**src/rtl/mem_read_arbiter_if.sv**
```systemverilog
// -----------------------------------------------------------------------------
// mem_read_arbiter_if
//   Bundles the two cache read ports and the AXI AR/R channel seen by
//   mem_read_arbiter.
//
//   modport master : the arbiter. It drives the AXI read address channel and
//                    returns lines and handshake pulses to the caches.
//   modport slave  : the surroundings (icache, dcache, AXI bridge).
//
//   Signals
//     i_ren / i_raddr              icache request, held until i_ren_received
//     i_ren_received               pulse: icache request accepted on AR
//     i_rvalid / i_rdata           pulse + 128-bit icache refill line
//     i_flush_flag_valid           icache transaction in flight
//     d_ren / d_raddr / d_uncache  dcache request (d_uncache = single word)
//     d_ren_received               pulse: dcache request accepted on AR
//     d_rvalid / d_rdata           pulse + dcache line (uncached word in [31:0])
//     arvalid .. arid, arready     AXI read address channel
//     rvalid, rdata, rlast, rready AXI read data channel
// -----------------------------------------------------------------------------
interface mem_read_arbiter_if;
    logic         i_ren;
    logic [31:0]  i_raddr;
    logic         i_ren_received;
    logic         i_rvalid;
    logic [127:0] i_rdata;
    logic         i_flush_flag_valid;

    logic         d_ren;
    logic [31:0]  d_raddr;
    logic         d_uncache;
    logic         d_ren_received;
    logic         d_rvalid;
    logic [127:0] d_rdata;

    logic         arvalid;
    logic         arready;
    logic [31:0]  araddr;
    logic [7:0]   arlen;
    logic [2:0]   arsize;
    logic [1:0]   arburst;
    logic [3:0]   arid;

    logic         rvalid;
    logic         rready;
    logic [31:0]  rdata;
    logic         rlast;

    modport master (
        input  i_ren, i_raddr, d_ren, d_raddr, d_uncache,
        input  arready, rvalid, rdata, rlast,
        output i_ren_received, i_rvalid, i_rdata, i_flush_flag_valid,
        output d_ren_received, d_rvalid, d_rdata,
        output arvalid, araddr, arlen, arsize, arburst, arid, rready
    );

    modport slave (
        output i_ren, i_raddr, d_ren, d_raddr, d_uncache,
        output arready, rvalid, rdata, rlast,
        input  i_ren_received, i_rvalid, i_rdata, i_flush_flag_valid,
        input  d_ren_received, d_rvalid, d_rdata,
        input  arvalid, araddr, arlen, arsize, arburst, arid, rready
    );
endinterface

```
**src/rtl/mem_read_arbiter.sv**
```systemverilog
// -----------------------------------------------------------------------------
// mem_read_arbiter
//   Shares one AXI read channel between the icache and the dcache. One
//   transaction is outstanding at a time: a request is granted in IDLE
//   (round-robin on a tie), presented on AR, and the R beats are assembled
//   into a 128-bit line that is handed back to the owner with a one-cycle
//   *_rvalid pulse. A transaction, once accepted, is always completed.
//
//   Ports
//     clk   : clock
//     rst   : synchronous, active-high reset
//     bus   : mem_read_arbiter_if.master (cache request/response + AXI AR/R)
// -----------------------------------------------------------------------------
module mem_read_arbiter (
    input  logic               clk,
    input  logic               rst,
    mem_read_arbiter_if.master bus
);

    typedef enum logic [1:0] {
        ST_IDLE = 2'd0,
        ST_AR   = 2'd1,
        ST_R    = 2'd2
    } state_e;

    state_e       state_q, state_d;
    logic [31:0]  addr_q, addr_d;
    logic         owner_q, owner_d;           // 0 = icache, 1 = dcache
    logic         uncache_q, uncache_d;
    logic         last_grant_q, last_grant_d; // owner of the previous grant
    logic [1:0]   cnt_q, cnt_d;
    logic [127:0] line_q, line_d;
    logic [127:0] i_rdata_q, i_rdata_d;
    logic [127:0] d_rdata_q, d_rdata_d;
    logic         i_rvalid_q, i_rvalid_d;
    logic         d_rvalid_q, d_rvalid_d;

    logic         req_any_s;
    logic         grant_d_s;
    logic         ar_hs_s;
    logic         r_beat_s;
    logic         r_done_s;
    logic [127:0] line_beat_s;

    // Request arbitration, handshake decode and line-with-current-beat merge
    always_comb begin
        req_any_s = bus.i_ren || bus.d_ren;
        ar_hs_s   = (state_q == ST_AR) && bus.arready;
        r_beat_s  = (state_q == ST_R) && bus.rvalid;
        r_done_s  = r_beat_s && bus.rlast;
        // On a tie the requester that did not win last time gets the channel.
        if (bus.i_ren && bus.d_ren) begin
            grant_d_s = ~last_grant_q;
        end else begin
            grant_d_s = bus.d_ren;
        end
        line_beat_s = line_q;
        line_beat_s[{cnt_q, 5'd0} +: 32] = bus.rdata;
    end

    // FSM state register
    always_ff @(posedge clk) begin
        if (rst) begin
            state_q <= ST_IDLE;
        end else begin
            state_q <= state_d;
        end
    end

    // FSM next-state logic
    always_comb begin
        state_d = state_q;
        case (state_q)
            ST_IDLE: begin
                if (req_any_s) begin
                    state_d = ST_AR;
                end else begin
                    state_d = ST_IDLE;
                end
            end
            ST_AR: begin
                if (bus.arready) begin
                    state_d = ST_R;
                end else begin
                    state_d = ST_AR;
                end
            end
            ST_R: begin
                if (r_done_s) begin
                    state_d = ST_IDLE;
                end else begin
                    state_d = ST_R;
                end
            end
            default: begin
                state_d = ST_IDLE;
            end
        endcase
    end

    // Datapath registers: latched request, beat counter, line buffer, results
    always_ff @(posedge clk) begin
        if (rst) begin
            addr_q       <= 32'd0;
            owner_q      <= 1'b0;
            uncache_q    <= 1'b0;
            last_grant_q <= 1'b0;
            cnt_q        <= 2'd0;
            line_q       <= 128'd0;
            i_rdata_q    <= 128'd0;
            d_rdata_q    <= 128'd0;
            i_rvalid_q   <= 1'b0;
            d_rvalid_q   <= 1'b0;
        end else begin
            addr_q       <= addr_d;
            owner_q      <= owner_d;
            uncache_q    <= uncache_d;
            last_grant_q <= last_grant_d;
            cnt_q        <= cnt_d;
            line_q       <= line_d;
            i_rdata_q    <= i_rdata_d;
            d_rdata_q    <= d_rdata_d;
            i_rvalid_q   <= i_rvalid_d;
            d_rvalid_q   <= d_rvalid_d;
        end
    end

    // Datapath next-state: latch on grant, assemble beats, hand over on rlast
    always_comb begin
        addr_d       = addr_q;
        owner_d      = owner_q;
        uncache_d    = uncache_q;
        last_grant_d = last_grant_q;
        cnt_d        = cnt_q;
        line_d       = line_q;
        i_rdata_d    = i_rdata_q;
        d_rdata_d    = d_rdata_q;
        i_rvalid_d   = 1'b0;
        d_rvalid_d   = 1'b0;
        if ((state_q == ST_IDLE) && req_any_s) begin
            owner_d      = grant_d_s;
            last_grant_d = grant_d_s;
            cnt_d        = 2'd0;
            // Cleared so that beats an uncached burst never writes read as 0.
            line_d       = 128'd0;
            if (grant_d_s) begin
                addr_d    = bus.d_raddr;
                uncache_d = bus.d_uncache;
            end else begin
                addr_d    = bus.i_raddr;
                uncache_d = 1'b0;
            end
        end else if (r_beat_s) begin
            line_d = line_beat_s;
            if (bus.rlast) begin
                cnt_d = 2'd0;
                if (owner_q) begin
                    d_rdata_d  = line_beat_s;
                    d_rvalid_d = 1'b1;
                end else begin
                    i_rdata_d  = line_beat_s;
                    i_rvalid_d = 1'b1;
                end
            end else begin
                cnt_d = cnt_q + 2'd1;
            end
        end else begin
            line_d = line_q;
        end
    end

    // FSM outputs: AR fields only while presenting, R ready, handshake pulses
    always_comb begin
        bus.arsize  = 3'b010;
        bus.arburst = 2'b01;
        if (state_q == ST_AR) begin
            bus.arvalid = 1'b1;
            bus.arid    = {3'b000, owner_q};
            if (uncache_q) begin
                bus.araddr = addr_q;
                bus.arlen  = 8'd0;
            end else begin
                bus.araddr = {addr_q[31:4], 4'b0000};
                bus.arlen  = 8'd3;
            end
        end else begin
            bus.arvalid = 1'b0;
            bus.arid    = 4'd0;
            bus.araddr  = 32'd0;
            bus.arlen   = 8'd0;
        end
        bus.rready         = (state_q == ST_R);
        bus.i_ren_received = ar_hs_s && !owner_q;
        bus.d_ren_received = ar_hs_s && owner_q;
        // In flight from acceptance up to, but excluding, the i_rvalid cycle.
        bus.i_flush_flag_valid = !owner_q && (ar_hs_s || (state_q == ST_R));
        bus.i_rvalid = i_rvalid_q;
        bus.i_rdata  = i_rdata_q;
        bus.d_rvalid = d_rvalid_q;
        bus.d_rdata  = d_rdata_q;
    end

endmodule
```
**src/flat_wrapper.sv**
```systemverilog
// flat-port wrapper written by rule: the top's interface ports become plain ports
module mem_read_arbiter_flat 
  (clk, rst, bus_i_ren, bus_i_raddr, bus_d_ren, bus_d_raddr, bus_d_uncache, bus_arready, bus_rvalid, bus_rdata, bus_rlast, bus_i_ren_received, bus_i_rvalid, bus_i_rdata, bus_i_flush_flag_valid, bus_d_ren_received, bus_d_rvalid, bus_d_rdata, bus_arvalid, bus_araddr, bus_arlen, bus_arsize, bus_arburst, bus_arid, bus_rready);
  mem_read_arbiter_if bus_i ();
  input  logic clk;
  input  logic rst;
  input wire logic [$bits(bus_i.i_ren)-1:0] bus_i_ren;
  input wire logic [$bits(bus_i.i_raddr)-1:0] bus_i_raddr;
  input wire logic [$bits(bus_i.d_ren)-1:0] bus_d_ren;
  input wire logic [$bits(bus_i.d_raddr)-1:0] bus_d_raddr;
  input wire logic [$bits(bus_i.d_uncache)-1:0] bus_d_uncache;
  input wire logic [$bits(bus_i.arready)-1:0] bus_arready;
  input wire logic [$bits(bus_i.rvalid)-1:0] bus_rvalid;
  input wire logic [$bits(bus_i.rdata)-1:0] bus_rdata;
  input wire logic [$bits(bus_i.rlast)-1:0] bus_rlast;
  output wire logic [$bits(bus_i.i_ren_received)-1:0] bus_i_ren_received;
  output wire logic [$bits(bus_i.i_rvalid)-1:0] bus_i_rvalid;
  output wire logic [$bits(bus_i.i_rdata)-1:0] bus_i_rdata;
  output wire logic [$bits(bus_i.i_flush_flag_valid)-1:0] bus_i_flush_flag_valid;
  output wire logic [$bits(bus_i.d_ren_received)-1:0] bus_d_ren_received;
  output wire logic [$bits(bus_i.d_rvalid)-1:0] bus_d_rvalid;
  output wire logic [$bits(bus_i.d_rdata)-1:0] bus_d_rdata;
  output wire logic [$bits(bus_i.arvalid)-1:0] bus_arvalid;
  output wire logic [$bits(bus_i.araddr)-1:0] bus_araddr;
  output wire logic [$bits(bus_i.arlen)-1:0] bus_arlen;
  output wire logic [$bits(bus_i.arsize)-1:0] bus_arsize;
  output wire logic [$bits(bus_i.arburst)-1:0] bus_arburst;
  output wire logic [$bits(bus_i.arid)-1:0] bus_arid;
  output wire logic [$bits(bus_i.rready)-1:0] bus_rready;
  assign bus_i.i_ren = bus_i_ren;
  assign bus_i.i_raddr = bus_i_raddr;
  assign bus_i.d_ren = bus_d_ren;
  assign bus_i.d_raddr = bus_d_raddr;
  assign bus_i.d_uncache = bus_d_uncache;
  assign bus_i.arready = bus_arready;
  assign bus_i.rvalid = bus_rvalid;
  assign bus_i.rdata = bus_rdata;
  assign bus_i.rlast = bus_rlast;
  assign bus_i_ren_received = bus_i.i_ren_received;
  assign bus_i_rvalid = bus_i.i_rvalid;
  assign bus_i_rdata = bus_i.i_rdata;
  assign bus_i_flush_flag_valid = bus_i.i_flush_flag_valid;
  assign bus_d_ren_received = bus_i.d_ren_received;
  assign bus_d_rvalid = bus_i.d_rvalid;
  assign bus_d_rdata = bus_i.d_rdata;
  assign bus_arvalid = bus_i.arvalid;
  assign bus_araddr = bus_i.araddr;
  assign bus_arlen = bus_i.arlen;
  assign bus_arsize = bus_i.arsize;
  assign bus_arburst = bus_i.arburst;
  assign bus_arid = bus_i.arid;
  assign bus_rready = bus_i.rready;
  mem_read_arbiter u_core (.clk(clk), .rst(rst), .bus(bus_i));
endmodule
```
**config.mk**
```make
export PLATFORM = sky130hd
export DESIGN_NAME = mem_read_arbiter_flat
export DESIGN_NICKNAME = d
export VERILOG_FILES = /design/src/rtl/mem_read_arbiter_if.sv /design/src/rtl/mem_read_arbiter.sv /design/src/flat_wrapper.sv
export SDC_FILE = /design/constraint.sdc
export NUM_CORES = 1
export LEC_CHECK = 0
export ABC_CLOCK_PERIOD_IN_PS = 4600
export BUFFER_PORTS_ARGS = -buffer_cell sky130_fd_sc_hd__buf_2
export CORE_UTILIZATION = 58
export DETAILED_ROUTE_END_ITERATION = 8
export HOLD_SLACK_MARGIN = 0.12
export PLACE_DENSITY = 0.92
export SYNTH_ARGS = -nofsm -noshare
export SYNTH_HDL_FRONTEND = slang
export SYNTH_SLANG_ARGS = --single-unit
```
**constraint.sdc**
```tcl
create_clock -name clk -period 4.6 [get_ports clk]
set_clock_uncertainty 0.15 [all_clocks]
set_input_delay 0.46 -clock clk [delete_from_list [all_inputs] [get_ports clk]]
set_output_delay 0.46 -clock clk [all_outputs]
set_load 0.02 [all_outputs]
```
==> results.toml <==
[status]
status = "finished clean"

[placement]
hpwl_mm = 34.6
numPortBuffers = 401
routabilityCongestion = 0.908
placed_cells = 2214

[power]
ir_drop_mv = 0.284
power_mw = 8.23
p_per_area_mw_per_mm2 = 401
p_leak_nw = 7.82

[clock_network]
cts_max_level = 2
cts_tree = "done"
clock_latency_ps = 540
root_buffer = "clkbuf_16"
cts_buffers = 43
cts.sinks = 424
clk_pin_slew_ps = 60
clockBufferDepth = 3

[yosys]
ys_ff_latch = 424
yosys.area.top_type = "dfxtp_1"
netlist_top_cells_count = "dfxtp_1 (424), a21oi_1 (261), a211oi_1 (192)"
yosysSeqAreaShare_pct = 49.9
synthDistinctLibCells = 41
syn_avg_cell_area_sq_um = 10.3
async_reset_ff_share_pct = 0
ys_warn_count = 0
synth_edf_count = 0
ys_top_cells_by_area = "dfxtp_1 (50%), a211oi_1 (8.5%), a21oi_1 (7.7%)"
yosysMostFrequentCell = "dfxtp_1"
yosysTopAreaCellShare_pct = 49.9
synthFlopType = "dfxtp_1"
mappedNetlistArea_sq_mm = 0.0170
syn_inst = 1654

[worst_setup_path]
crit_arrival_ps = 3710
cp_slowest_cell = "buf_4"
critPathMaxStageDelay_ps = 750
crit_chain = "inv_1, ha_2, nor2_4, buf_4, and3_1, buf_4, a32o_1"
critPathTopFamily = "buffers and inverters"
cp-end-kind = "register"
crit_path_frequent_cell = "buf_4"
required_ps = 4910
crit_fanout = 95
crit_type = "register to register"
path_buf_inv = 3
startpoint_type = "register"

[floorplan]
die_w_um = 173
initial_core_util_pct = 59.1
core_sq_mm = 0.0288
io_pins = 416
die_y_um = 173
die_area_sq_mm = 0.0300
rows = 62

[hold_path]
holdCritPathClass = "input port to register"

[global_routing]
grt.overflow.total = 0
grt_pass1_vias = 15100
grt_pass1_wl_mm = 88.0
busiest_layer = "met2"
grt_max_degree = 103
met2_usage_pct = 57.5
grt_usage_pct = 37.0
use_met1_pct = 46.1
antenna_found_initial = 2
use_met3_pct = 9.67

[final_layout]
syn2layout_area_growth_pct = 20.6
fillers = 2048
multi_input_area_sq_mm = 0.00717
drive_above_1_share_pct = 26.1
stdcell_count = 2358
nets = 2049
seqCellArea_sq_mm = 0.00849

[timing]
max_slew.worst_pin.slew_ps = 1310
worst_hold_slack_ps = 149
post-route-min-period_ps = 3390
rsz0062_at_grt = "no"
hold_viol_final = 0
relSlewSlack_pct = 12.4
finalMaxSlewViolations = 0
fmax_mhz = 295
fin_crit_sh_pct = 73.7
fin_tns_setup_ps = 0
setup_viol = 0

[routing]
ant_nets = 0
post_drt_wl_per_cell_um = 24.8
drc_errors = 0
drtIter0Drc = 2067
viasPerCell = 6.86
drt_wl_total_mm = 58.5
firstDrtPassIters = 7
num_vias = 16200

[flow_run]
drv_cap = 0
==> path summary, 6_finish.rpt <==
check                                               startpoint                              to  slack [ps]  cells after the start
worst min register to register  u_core.addr_q[17]$_SDFFE_PP0P_  u_core.addr_q[17]$_SDFFE_PP0P_         310                      1
worst max-delay path              u_core.cnt_q[0]$_SDFFE_PP0N_  u_core.line_q[42]$_SDFFE_PP0N_        1210                      7
worst min-delay path                            bus_i_raddr[5]   u_core.addr_q[5]$_SDFFE_PP0P_         150                      3
worst max register to register    u_core.cnt_q[0]$_SDFFE_PP0N_  u_core.line_q[42]$_SDFFE_PP0N_        1210                      7
==> stage by stage <==
step	setup slack (ps)	util, %	cell area (sq um)
after detailed placement	1360	63.9	18400
after global placement	1460	63.9	18400
final	1210	71.3	20500
after global routing	1090	71.3	20500
after floorplan	2490	-	17100
after CTS	1330	71.2	20500
==> report_power, final <==
part,switching [mW],internal [mW],total (mW)
Combinational,0.550,0.240,0.790
Sequential,0.0705,3.74,3.81
Clock,1.46,2.17,3.63
==> cell families (layout without fill, tap and decap cells) <==
family	Yosys count	count (layout)	synth area share, %
AOI/OAI and AO/OA	782	782	34.1
adders and majority gates	5	5	0.368
buffers and inverters	268	574	8.82
DFF	424	424	49.9
muxes	32	32	1.88
other	2	16	0.0441
and+or+nand+nor	141	141	4.88
==> layout make-up <==
cell class / count / area share, %
antenna: 2 / 0.0244
clock buffer: 54 / 5.79
clock inverter: 23 / 1.35
inverter: 6 / 0.122
multi-input combinational: 974 / 35.0
sequential: 424 / 41.4
tap: 384 / 2.34
timing repair buffer: 491 / 14.0
==> sequential cells by signal, summed over array words and instances (netlist names) <==
signal               count
u_core.bus.d_rdata     128
u_core.bus.i_rdata     128
u_core.line_q          128
u_core.addr_q           32
u_core.cnt_q             2
u_core.state_q           2
u_core.bus.d_rvalid      1
u_core.bus.i_rvalid      1
u_core.last_grant_q      1
u_core.uncache_q         1
==> tightest hold or removal path, stage by stage <==
cell and delay (ps):
buf_2 100, mux2i_1 80, o2bb2ai_1 150
==> placed cells by master, fill, tap and decap left out, types with 6 or more instances in the layout <==
cell,netlist,final
nand2_1,8,8
a32o_1,126,126
nor2_1,10,7
nand2b_1,32,32
clkbuf_8,0,8
dfxtp_1,424,423
buf_2,87,400
a211oi_1,192,192
and3_1,9,9
a32oi_1,96,96
mux2i_1,32,32
dlygate4sd3_1,0,65
and2_1,29,29
o2bb2ai_1,32,32
clkinv_2,0,13
bufinv_16,0,6
a311oi_1,65,65
nand3_1,32,32
buf_4,26,23
a21oi_1,261,261
clkbuf_16,0,43
conb_1,2,14
==> timing repair <==
action	in CTS	in global routing
endpoints found under the hold margin	38	1
hold buffers	64	1
buffers inserted	0	0
setup endpoints to repair	0	0
gates resized for setup	0	0
==> routing by layer <==
layer	up-vias	part of all wire (%)
met5	-	0
met4	0	6.5
met3	226	12
met2	1204	45
met1	7697	36
li1	7053	-
Power figures use the tool's default switching activity.
